**config.mk**
```make
export PLATFORM = sky130hd
export DESIGN_NAME = dircc_counter_receive_handler
export DESIGN_NICKNAME = d
export VERILOG_FILES = /design/src/rtl/dircc_application_pkg.sv /design/src/rtl/dircc_pkg.sv /design/src/rtl/dircc_counter_receive_handler.sv
export SDC_FILE = /design/constraint.sdc
export NUM_CORES = 1
export LEC_CHECK = 0
export ABC_AREA = 1
export BUFFER_PORTS_ARGS = -buffer_cell sky130_fd_sc_hd__buf_2
export CAP_MARGIN = 5
export CORE_ASPECT_RATIO = 0.6
export CORE_MARGIN = 5
export CORE_UTILIZATION = 43
export CTS_CLUSTER_DIAMETER = 200
export DETAILED_ROUTE_END_ITERATION = 10
export MAX_ROUTING_LAYER = met4
export PLACE_DENSITY = 0.83
export SETUP_SLACK_MARGIN = 0.2
export SLEW_MARGIN = 20
export SYNTH_ARGS = -nofsm -noshare
export SYNTH_HDL_FRONTEND = slang
export SYNTH_SLANG_ARGS = --single-unit
```
**constraint.sdc**
```tcl
create_clock -name clk -period 2.3 [get_ports clk]
set_input_delay 0.23 -clock clk [delete_from_list [all_inputs] [get_ports clk]]
set_output_delay 0.23 -clock clk [all_outputs]
set_load 0.01 [all_outputs]
```
**src/rtl/dircc_application_pkg.sv**
```systemverilog
// ============================================================================
// Module      : dircc_application_pkg
// Description : Counter-application types shared between the counter send
//               and receive handlers: the user-state layout and the tick
//               message layout, plus a saturating 16-bit increment helper.
// Revision    : 1.0 - initial release
// ============================================================================
`default_nettype none

package dircc_application_pkg;

    // Counter application view of user_state[31:0].
    typedef struct packed {
        logic [15:0] rts;
        logic [15:0] count;
    } dev_state_t;

    // Tick message view of a 64-bit packet payload.
    typedef struct packed {
        logic [47:0] reserved;
        logic [15:0] tick;
    } tick_msg_t;

    function automatic logic [15:0] sat_inc16(input logic [15:0] v);
        return (v == 16'hFFFF) ? v : v + 16'd1;
    endfunction

endpackage

`default_nettype wire

```
**src/rtl/dircc_pkg.sv**
```systemverilog
// ============================================================================
// Module      : dircc_pkg
// Description : Base DiRCC types shared by every DiRCC handler: the raw packet
//               payload, the device-state record held in state memory and the
//               framework-level dircc_state flag bits.
// Revision    : 1.0 - initial release
// ============================================================================
`default_nettype none

package dircc_pkg;

    // Raw inbound/outbound packet payload.
    typedef logic [63:0] packet_data_t;

    // Device-state record as stored in state memory.
    //   dircc_state       : framework flag bits (STOPPED, DONE, ...)
    //   dircc_state_extra : framework-private, opaque to applications
    //   user_state        : application-defined state
    typedef struct packed {
        logic [7:0]  dircc_state;
        logic [15:0] dircc_state_extra;
        logic [63:0] user_state;
    } device_state_t;

    localparam logic [7:0] DIRCC_STATE_STOPPED = 8'h01;
    localparam logic [7:0] DIRCC_STATE_DONE    = 8'h02;

endpackage

`default_nettype wire

```
**src/rtl/dircc_counter_receive_handler.sv**
```systemverilog
// ============================================================================
// Module      : dircc_counter_receive_handler
// Description : Receive side of the DiRCC counter application. Accepts one
//               tick packet at a time, reads the destination device state,
//               applies the counter update rule and writes the state back.
//               Bumping rts in the written state triggers the send handler.
// Ports       :
//   clk, reset_n               clock / asynchronous active-low reset
//   packet_in*                 inbound tick packet (valid/ready)
//   state_read_req, read_state*  device-state read port
//   state_address              address for both read and write
//   write_state*               device-state write port (one-cycle strobe)
//   busy                       read-modify-write in progress
//   packet_dropped             pulse: packet consumed without a write
//   protocol_error             pulse: tick ahead of local count
//   rx_count                   saturating count of accepted packets
// Revision    : 1.0 - initial release
// ============================================================================
`default_nettype none

module dircc_counter_receive_handler
    import dircc_pkg::*;
    import dircc_application_pkg::*;
#(
    parameter int          ADDRESS_MEM_WIDTH = 32,
    parameter logic [15:0] MAX_COUNT         = 16'd10
) (
    input  logic                         clk,
    input  logic                         reset_n,
    input  packet_data_t                 packet_in,
    input  logic [ADDRESS_MEM_WIDTH-1:0] packet_in_address,
    input  logic                         packet_in_valid,
    output logic                         packet_in_ready,
    output logic                         state_read_req,
    output logic [ADDRESS_MEM_WIDTH-1:0] state_address,
    input  device_state_t                read_state,
    input  logic                         read_state_valid,
    output device_state_t                write_state,
    output logic                         write_state_valid,
    output logic                         busy,
    output logic                         packet_dropped,
    output logic                         protocol_error,
    output logic [31:0]                  rx_count
);

    typedef enum logic [1:0] {
        S_IDLE  = 2'd0,
        S_READ  = 2'd1,
        S_WRITE = 2'd2
    } state_e;

    state_e                         state_q, state_d;
    logic [15:0]                    tick_q, tick_d;
    logic [ADDRESS_MEM_WIDTH-1:0]   addr_q, addr_d;
    device_state_t                  wstate_q, wstate_d;
    logic                           dropped_q, dropped_d;
    logic                           perr_q, perr_d;
    logic [31:0]                    rx_count_q, rx_count_d;

    tick_msg_t                      w_tick_msg;
    logic                           w_unused_reserved;

    assign w_tick_msg        = tick_msg_t'(packet_in);
    assign w_unused_reserved = ^w_tick_msg.reserved;

    // ------------------------------------------------------------------------
    // Counter update rule, evaluated on the returned state.
    // ------------------------------------------------------------------------
    dev_state_t    w_dev;
    dev_state_t    w_dev_new;
    device_state_t w_updated;
    logic          w_stopped;
    logic          w_advance;
    logic          w_stale;

    always_comb begin
        w_dev     = dev_state_t'(read_state.user_state[31:0]);
        w_stopped = (read_state.dircc_state & DIRCC_STATE_STOPPED) != 8'h00;
        w_advance = (tick_q == w_dev.count) && (w_dev.count < MAX_COUNT);
        w_stale   = (tick_q < w_dev.count) || (w_dev.count >= MAX_COUNT);

        w_dev_new.count = w_dev.count + 16'd1;
        w_dev_new.rts   = sat_inc16(w_dev.rts);

        // Everything outside user_state[31:0] passes through untouched.
        w_updated                  = read_state;
        w_updated.user_state[31:0] = w_dev_new;
        if (w_dev_new.count == MAX_COUNT) begin
            w_updated.dircc_state = read_state.dircc_state | DIRCC_STATE_DONE;
        end
    end

    // ------------------------------------------------------------------------
    // Next-state logic
    // ------------------------------------------------------------------------
    always_comb begin
        state_d    = state_q;
        tick_d     = tick_q;
        addr_d     = addr_q;
        wstate_d   = wstate_q;
        dropped_d  = 1'b0;
        perr_d     = 1'b0;
        rx_count_d = rx_count_q;

        unique case (state_q)
            S_IDLE: begin
                if (packet_in_valid) begin
                    tick_d     = w_tick_msg.tick;
                    addr_d     = packet_in_address;
                    rx_count_d = (rx_count_q == 32'hFFFF_FFFF) ? rx_count_q
                                                               : rx_count_q + 32'd1;
                    state_d    = S_READ;
                end
            end
            S_READ: begin
                if (read_state_valid) begin
                    if (w_stopped) begin
                        dropped_d = 1'b1;
                        state_d   = S_IDLE;
                    end else if (w_advance) begin
                        wstate_d  = w_updated;
                        state_d   = S_WRITE;
                    end else if (w_stale) begin
                        dropped_d = 1'b1;
                        state_d   = S_IDLE;
                    end else begin
                        dropped_d = 1'b1;
                        perr_d    = 1'b1;
                        state_d   = S_IDLE;
                    end
                end
            end
            S_WRITE: begin
                state_d = S_IDLE;
            end
            default: begin
                state_d = S_IDLE;
            end
        endcase
    end

    always_ff @(posedge clk or negedge reset_n) begin
        if (!reset_n) begin
            state_q    <= S_IDLE;
            tick_q     <= '0;
            addr_q     <= '0;
            wstate_q   <= '0;
            dropped_q  <= 1'b0;
            perr_q     <= 1'b0;
            rx_count_q <= '0;
        end else begin
            state_q    <= state_d;
            tick_q     <= tick_d;
            addr_q     <= addr_d;
            wstate_q   <= wstate_d;
            dropped_q  <= dropped_d;
            perr_q     <= perr_d;
            rx_count_q <= rx_count_d;
        end
    end

    assign packet_in_ready   = (state_q == S_IDLE);
    assign state_read_req    = (state_q == S_READ);
    assign write_state_valid = (state_q == S_WRITE);
    assign busy              = (state_q == S_READ) || (state_q == S_WRITE);
    assign state_address     = addr_q;
    assign write_state       = wstate_q;
    assign packet_dropped    = dropped_q;
    assign protocol_error    = perr_q;
    assign rx_count          = rx_count_q;

endmodule

`default_nettype wire
```
==> out/qor.txt, run 1 <==
Worst hold path cell count: 3
Setup_tns: 0 ns
Setup CP Type: flip-flop to flip-flop
Crit path required time: 2.62 ns
Pwr/cell area: 773.8 mW/mm^2
Total track usage: 23.87%
Multi-input logic area: 0.004054 mm^2
H-tree depth: 4
Antenna-violating nets left: 0
Top FF cell, synth: dfrtp_1
Status: completed
Crit end category: flip-flop
Final Cycle Share: 96.18%
Final worst-path setup slack: 0.08783 ns
Final Critical Period: 2.212 ns
Post-synthesis register bit count: 171
Syn Inst Count: 967
Worst Path Max Fanout: 6
RSZ-0062 raised after global routing: yes
Worst hold path class: input pin to flip-flop
Initial Utilization: 44.11%
Clock slew at reported path FFs: 0.07 ns
CTS Root Cell: clkbuf_16
Clock sink total: 171
Capturing point of the worst reg2reg path: write_state[63]$_DFFE_PN0P_
First-pass GRT wire length: 41.72 mm
CORE AREA: 0.01923 mm^2
Area contributors post-synth: dfrtp_1, nand2_1, mux2_2, ha_1, inv_1
Fin Hold WS: 0.01179 ns
Die area: 0.02272 mm^2
R2R Path Start: tick_q[5]$_DFFE_PN0P_
Placed insts: 1515
Final HPWL DP: 19.62 mm
EDFF count, synth: 0
Fraction of layout cells with a size suffix above 1: 39.96%
Drt first-iter violations: 708
CP startpoint kind: flip-flop
Leakage: 6.623 nW
Max-slew violations: 0
Yosys top cell area share: 50.46%
Final nets: 1539
# IOs: 346
Syn-to-layout area delta: 43.15%
Max Root-Sink Buffers: 2
Routed WL: 29.34 mm
Reg area: 0.004280 mm^2
Sequential area share after synthesis: 50.46%
Initial antenna violation count: 3
Setup violators final: 0
Final Skew: 0.01491 ns
CTS tree: built
Hold Path End: write_state[55]$_DFFE_PN0P_
Dpl ws: 0.09444 ns
Vias: 8147
Dpl cell area: 0.01030 mm^2
YS warnings: 0
Worst-skew pair later-pin latency: 0.43 ns
Filler cells: 1584
Die width: 191.3 um
Largest net degree at the start of global routing: 77
Final Cell Area: 0.01214 mm^2
Max VDD drop: 0.7960 mV
Synth area leader: dfrtp_1
WL/cell: 18.25 um
Max Cap Viol: 0
DIE HEIGHT: 118.8 um
Syn_nets: 1179
Hold Startpoint: read_state[55]
Unique masters post-synth: 39
GRT Residual Overflow: 0
Worst Setup SP: tick_q[5]$_DFFE_PN0P_
# port buffers: 296
# rows: 39
Overall Power: 9.394 mW
Final hold vios: 0
Cell area after synthesis: 0.008481 mm^2
Syn_area_per_cell: 8.770 um^2
Drt first pass iters: 6
DRC: 0
R2R cell count: 10
Fmax: 452.0 MHz
Final Core Density: 63.15%
Post-synth ARST share: 100.0%
Vias in the first global route: 7665
Vias/cell: 5.067
Reg-to-reg setup timing slack: 0.09 ns
CTS buffer count: 17
Post-route insts no fill: 1608
Placer Congestion: 0.9692
Data arrival, critical path: 2.53 ns
## layer usage
layer,GRT usage [%],share of wire [%],vias up
met1,31.93,43,3889
met5,-,0,-
met3,6.246,8.2,49
li1,-,-,3797
met2,36.62,47,412
met4,5.695,1.8,0
## how the worst max path moves through the flow
stage / endpoint / slack [ns] / cells past startpoint
2_1_floorplan: write_state[28]$_DFFE_PN0P_ / 0.54 / 12
4_1_cts: write_state[25]$_DFFE_PN0P_ / 0.15 / 9
3_3_place_gp: write_state[66]$_DFFE_PN0P_ / 0.17 / 12
5_1_grt: write_state[63]$_DFFE_PN0P_ / 0.01 / 11
6_report: write_state[63]$_DFFE_PN0P_ / 0.09 / 10
3_5_place_dp: write_state[61]$_DFFE_PN0P_ / 0.09 / 12
## synthesized netlist by cell type (all sizes together) (14+ instances only)
master  number
nand4       19
nor3        17
o21ai       36
buf         25
ha          24
nor2        89
a21oi       14
xor2        32
mux2        47
nand3       29
dfrtp      171
nand2      355
inv         82
## power by group
group	internal [mW]	switching (mW)
Clock	1.80	1.20
Combinational	1.16	1.31
Sequential	3.53	0.388
Total	6.50	2.90
## sequential cells by signal (all words and copies together), names as in the netlist
| signal | count |
|---|---|
| state_q | 2 |
| state_address | 32 |
| rx_count | 32 |
| tick_q | 16 |
| protocol_error | 1 |
| write_state | 87 |
| packet_dropped | 1 |
## timing repair
item                                    CTS  global route
cloned                                    0            20
resized for setup                         4           130
hold buffers                             36             0
buffers inserted                          0             3
hold endpoints to repair                 82             0
endpoints found under the setup margin   73           100
pin swaps                                 1            19
## cell type report
class / count / share of cell area [%]
sequential: 171 / 35.26
antenna: 3 / 0.06184
clock buffer: 22 / 3.906
multi-input combinational: 685 / 33.39
timing repair buffer: 369 / 20.66
tap: 266 / 2.741
inverter: 82 / 2.793
clock inverter: 9 / 1.134
timing repair inverter: 1 / 0.05153
## cells in the final DEF, fill, tap and decap left out, drive strengths merged, types with 3 or more instances in the layout
| cell type | instances |
|---|---|
| mux2 | 47 |
| nand3b | 4 |
| ha | 24 |
| bufinv | 3 |
| inv | 83 |
| o21ai | 36 |
| nand3 | 29 |
| clkinv | 3 |
| buf | 322 |
| clkbuf | 33 |
| nor4 | 5 |
| nor2 | 89 |
| diode | 3 |
| nor3 | 17 |
| xor2 | 32 |
| dlygate4sd3 | 36 |
| xnor2 | 7 |
| clkinvlp | 3 |
| dfrtp | 171 |
| nand2 | 355 |
| a21oi | 14 |
| nand4 | 19 |
## logic make-up after synthesis
family / count (synthesis) / synth area share [%]
adders and majority gates: 24 / 3.541
and+or+nand+nor: 519 / 26.06
buffers and inverters: 111 / 5.872
other: 1 / 0.04422
AOI/OAI and AO/OA: 54 / 3.556
DFF: 171 / 50.46
muxes: 48 / 6.359
xor gates and xnor gates: 39 / 4.116
## critical path, cell delays in order (launching register included)
cell and delay [ns]:
dfrtp_1 0.42, ha_4 0.29, nand2_2 0.07, nor2_4 0.11, nand4_1 0.23, nor2_2 0.23, nand4_4 0.18, clkbuf_16 0.23
buf_6 0.14, nand2_1 0.10, nand2_1 0.09
(Power assumes the default switching activity.)
==> inputs of run 2 (changes only) <==
Settings changed: CTS_BUF_LIST set to sky130_fd_sc_hd__clkbuf_4 sky130_fd_sc_hd__clkbuf_8.
==> run 2 against run 1 <==
Effect of this change: cell count is 3.7% higher; register-to-register slack got worse by 0.03 ns; maximum frequency decreased by 1.3%; via count grew 5.1%; critical endpoint is now write_state[34]$_DFFE_PN0P_; global-route usage increased by 2.4 points; setup slack worse by 0.030 ns; clock skew grew 0.0049 ns; clock power fell by 23%; cell area increased by 2.3%; combinational power rose by 4%; highest routed layer unchanged; wire length rose by 5.2%.
==> out/qor.txt, run 2 (same netlist as run 1, synthesis figures left out) <==
Status: completed
Clock Power Share: 26.2% (-5.8 points)
Vias: 8561 (+5.1%)
Capturing point of the worst reg2reg path: write_state[34]$_DFFE_PN0P_
CP Cell Sequence: ha_4, nand2_4, nor2_4, nand4_1, nor2_2, nand4_4, buf_12, clkbuf_16, nand2_1, nand2_1
Final Critical Period: 2.242 ns (+0.02992 ns)
# port buffers: 296 (unchanged)
DRC: 0 (unchanged)
CP delay by family, top: simple AND/OR/NAND/NOR gates
Most frequent cells in the layout: nand2_1, buf_2, dfrtp_1
Final worst-path setup slack: 0.05792 ns (-0.02992 ns)
Die width: 191.3 um (unchanged)
CORE AREA: 0.01923 mm^2 (unchanged)
Seq pwr share: 44.7% (+3.0 points)
Crit path required time: 2.65 ns (+0.03 ns)
Final Core Density: 64.60% (+1.5 points)
Final nets: 1600 (+4.0%)
CTS buffer count: 17 (unchanged)
Final Cycle Share: 97.48% (+1.3 points)
Dpl ws: 0.09444 ns (unchanged)
Reg-to-reg setup timing slack: 0.06 ns (-0.03 ns)
Slowest cell delay on critical path: 0.46 ns (+0.04 ns)
Total track usage: 26.29% (+2.4 points)
# IOs: 346 (unchanged)
Clock slew at reported path FFs: 0.10 ns (+0.03 ns)
Leakage: 6.692 nW (+1.0%)
Setup_tns: 0 ns (unchanged)
GRT Residual Overflow: 0 (unchanged)
Worst hold path class: input pin to flip-flop
Fraction of layout cells with a size suffix above 1: 36.43% (-3.5 points)
Max VDD drop: 0.8354 mV (+4.9%)
CTS tree: built
Antenna-violating nets left: 0 (unchanged)
Commonest non-fill, non-tap cell in the layout: nand2_1
Logic pwr share: 29.1% (+2.8 points)
RSZ-0062 raised after global routing: yes
Most frequent CP cell: nand2_1
R2R cell count: 10 (unchanged)
Switch share: 32.57% (+1.7 points)
Initial antenna violation count: 2 (-1)
Data arrival, critical path: 2.59 ns (+0.06 ns)
Worst-skew pair later-pin latency: 0.47 ns (+0.04 ns)
Largest net degree at the start of global routing: 53 (-31%)
# rows: 39 (unchanged)
Initial Utilization: 44.11% (unchanged)
WL/cell: 18.51 um (+1.4%)
H-tree depth: 4 (unchanged)
Syn-to-layout area delta: 46.46%
Pint: 5.942 mW (-8.5%)
Worst Path Max Fanout: 9 (+3)
Vias/cell: 5.132 (+1.3%)
CP startpoint kind: flip-flop
R2R Path Start: tick_q[7]$_DFFE_PN0P_
CTS Root Cell: clkbuf_8
Max-slew violations: 0 (unchanged)
CP max stage cell: dfrtp_2
Vias in the first global route: 8338 (+8.8%)
Die area: 0.02272 mm^2 (unchanged)
Largest register FFs: 87 (unchanged)
Clock sink total: 171 (unchanged)
Worst Setup SP: tick_q[7]$_DFFE_PN0P_
Post-route insts no fill: 1668 (+3.7%)
Setup violators final: 0 (unchanged)
Drt first-iter violations: 714 (+0.85%)
Setup CP Type: flip-flop to flip-flop
Pwr/cell area: 709.4 mW/mm^2 (-8.3%)
Hold Path End: state_address[18]$_DFFE_PN0P_
Drt first pass iters: 5 (-1)
Hold Startpoint: packet_in_address[18]
Final hold vios: 0 (unchanged)
Max Cap Viol: 0 (unchanged)
Final Skew: 0.01982 ns (+0.004908 ns)
Worst hold path cell count: 2 (-1)
Placer Congestion: 0.9692 (unchanged)
Max Root-Sink Buffers: 2 (unchanged)
Crit end category: flip-flop
Placed insts: 1515 (unchanged)
DIE HEIGHT: 118.8 um (unchanged)
Fmax: 446.0 MHz (-1.3%)
Final HPWL DP: 19.62 mm (unchanged)
CP bufs+invs: 2 (unchanged)
Routed WL: 30.87 mm (+5.2%)
First-pass GRT wire length: 45.68 mm (+9.5%)
Net Sw Power: 2.870 mW (-0.98%)
run 2: cell count changes in the layout (fill, tap and decap cells not counted), sizes merged:
cell,change
clkinv,-1
clkbuf,-4
dlygate4sd3,+66
diode,-1
run 2: worst max path at each step:
stage | endpoint | slack [ns] | cells past startpoint
global placement | write_state[66]$_DFFE_PN0P_ | 0.17 | 12
global route | write_state[36]$_DFFE_PN0P_ | 0.03 | 10
floorplan | write_state[28]$_DFFE_PN0P_ | 0.54 | 12
finish | write_state[34]$_DFFE_PN0P_ | 0.06 | 10
detailed placement | write_state[61]$_DFFE_PN0P_ | 0.09 | 12
CTS | write_state[26]$_DFFE_PN0P_ | 0.16 | 10
run 2: metal layers:
layer | track usage (%) | vias up | share of wire [%]
li1 | - | 3912 | -
met1 | 33.59 | 4035 | 41
met2 | 40.69 | 518 | 46
met3 | 7.955 | 96 | 9.9
met4 | 7.713 | 0 | 2.8
met5 | - | - | 0
run 2: worst reg2reg max path: cells and delay by family (launching register included):
kind,cells,cell delay [ns]
flops,1,0.46
simple gates,7,0.96
fa+ha+maj,1,0.30
buf+inv,2,0.39
run 2: through the flow:
| stage | power (mW) | hold slack [ns] | area (um^2) |
|---|---|---|---|
| after CTS | 8.686 | 0.0003000 | 11950 |
| final | 8.812 | 0.05462 | 12420 |
| after detailed placement | 6.223 | 0.2055 | 10300 |
| after global routing | 9.301 | 0.01689 | 12420 |
| after global placement | 6.126 | 0.2157 | 10300 |
| after floorplan | 5.246 | -0.06559 | 8481 |
run 2: repair_timing:
action / CTS / global route
endpoints found under the hold margin: 147 / 1
buffers inserted: 4 / 2
resized for setup: 23 / 79
hold buffers: 101 / 1
pin swaps: 5 / 19
endpoints found under the setup margin: 76 / 100
gates cloned: 4 / 8
run 2: layout make-up:
type | count | area [um^2]
inverters | 82 | 320.3
multi-input cells | 685 | 3966
well taps | 266 | 332.8
repair buffers | 431 | 3088
clock inverters | 9 | 137.6
diodes | 2 | 5.005
fillers | 1513 | 6805
clock buffers | 22 | 290.3
flip-flops and latches | 171 | 4280
run 2: power by group through the flow:
stage                     clock network, mW  logic (mW)  registers, mW
after floorplan                           0        1.20           4.04
after global placement                    0        2.22           3.91
after detailed placement                  0        2.29           3.93
after CTS                              2.35        2.45           3.89
after global routing                   2.49        2.82           3.99
final                                  2.31        2.57           3.94
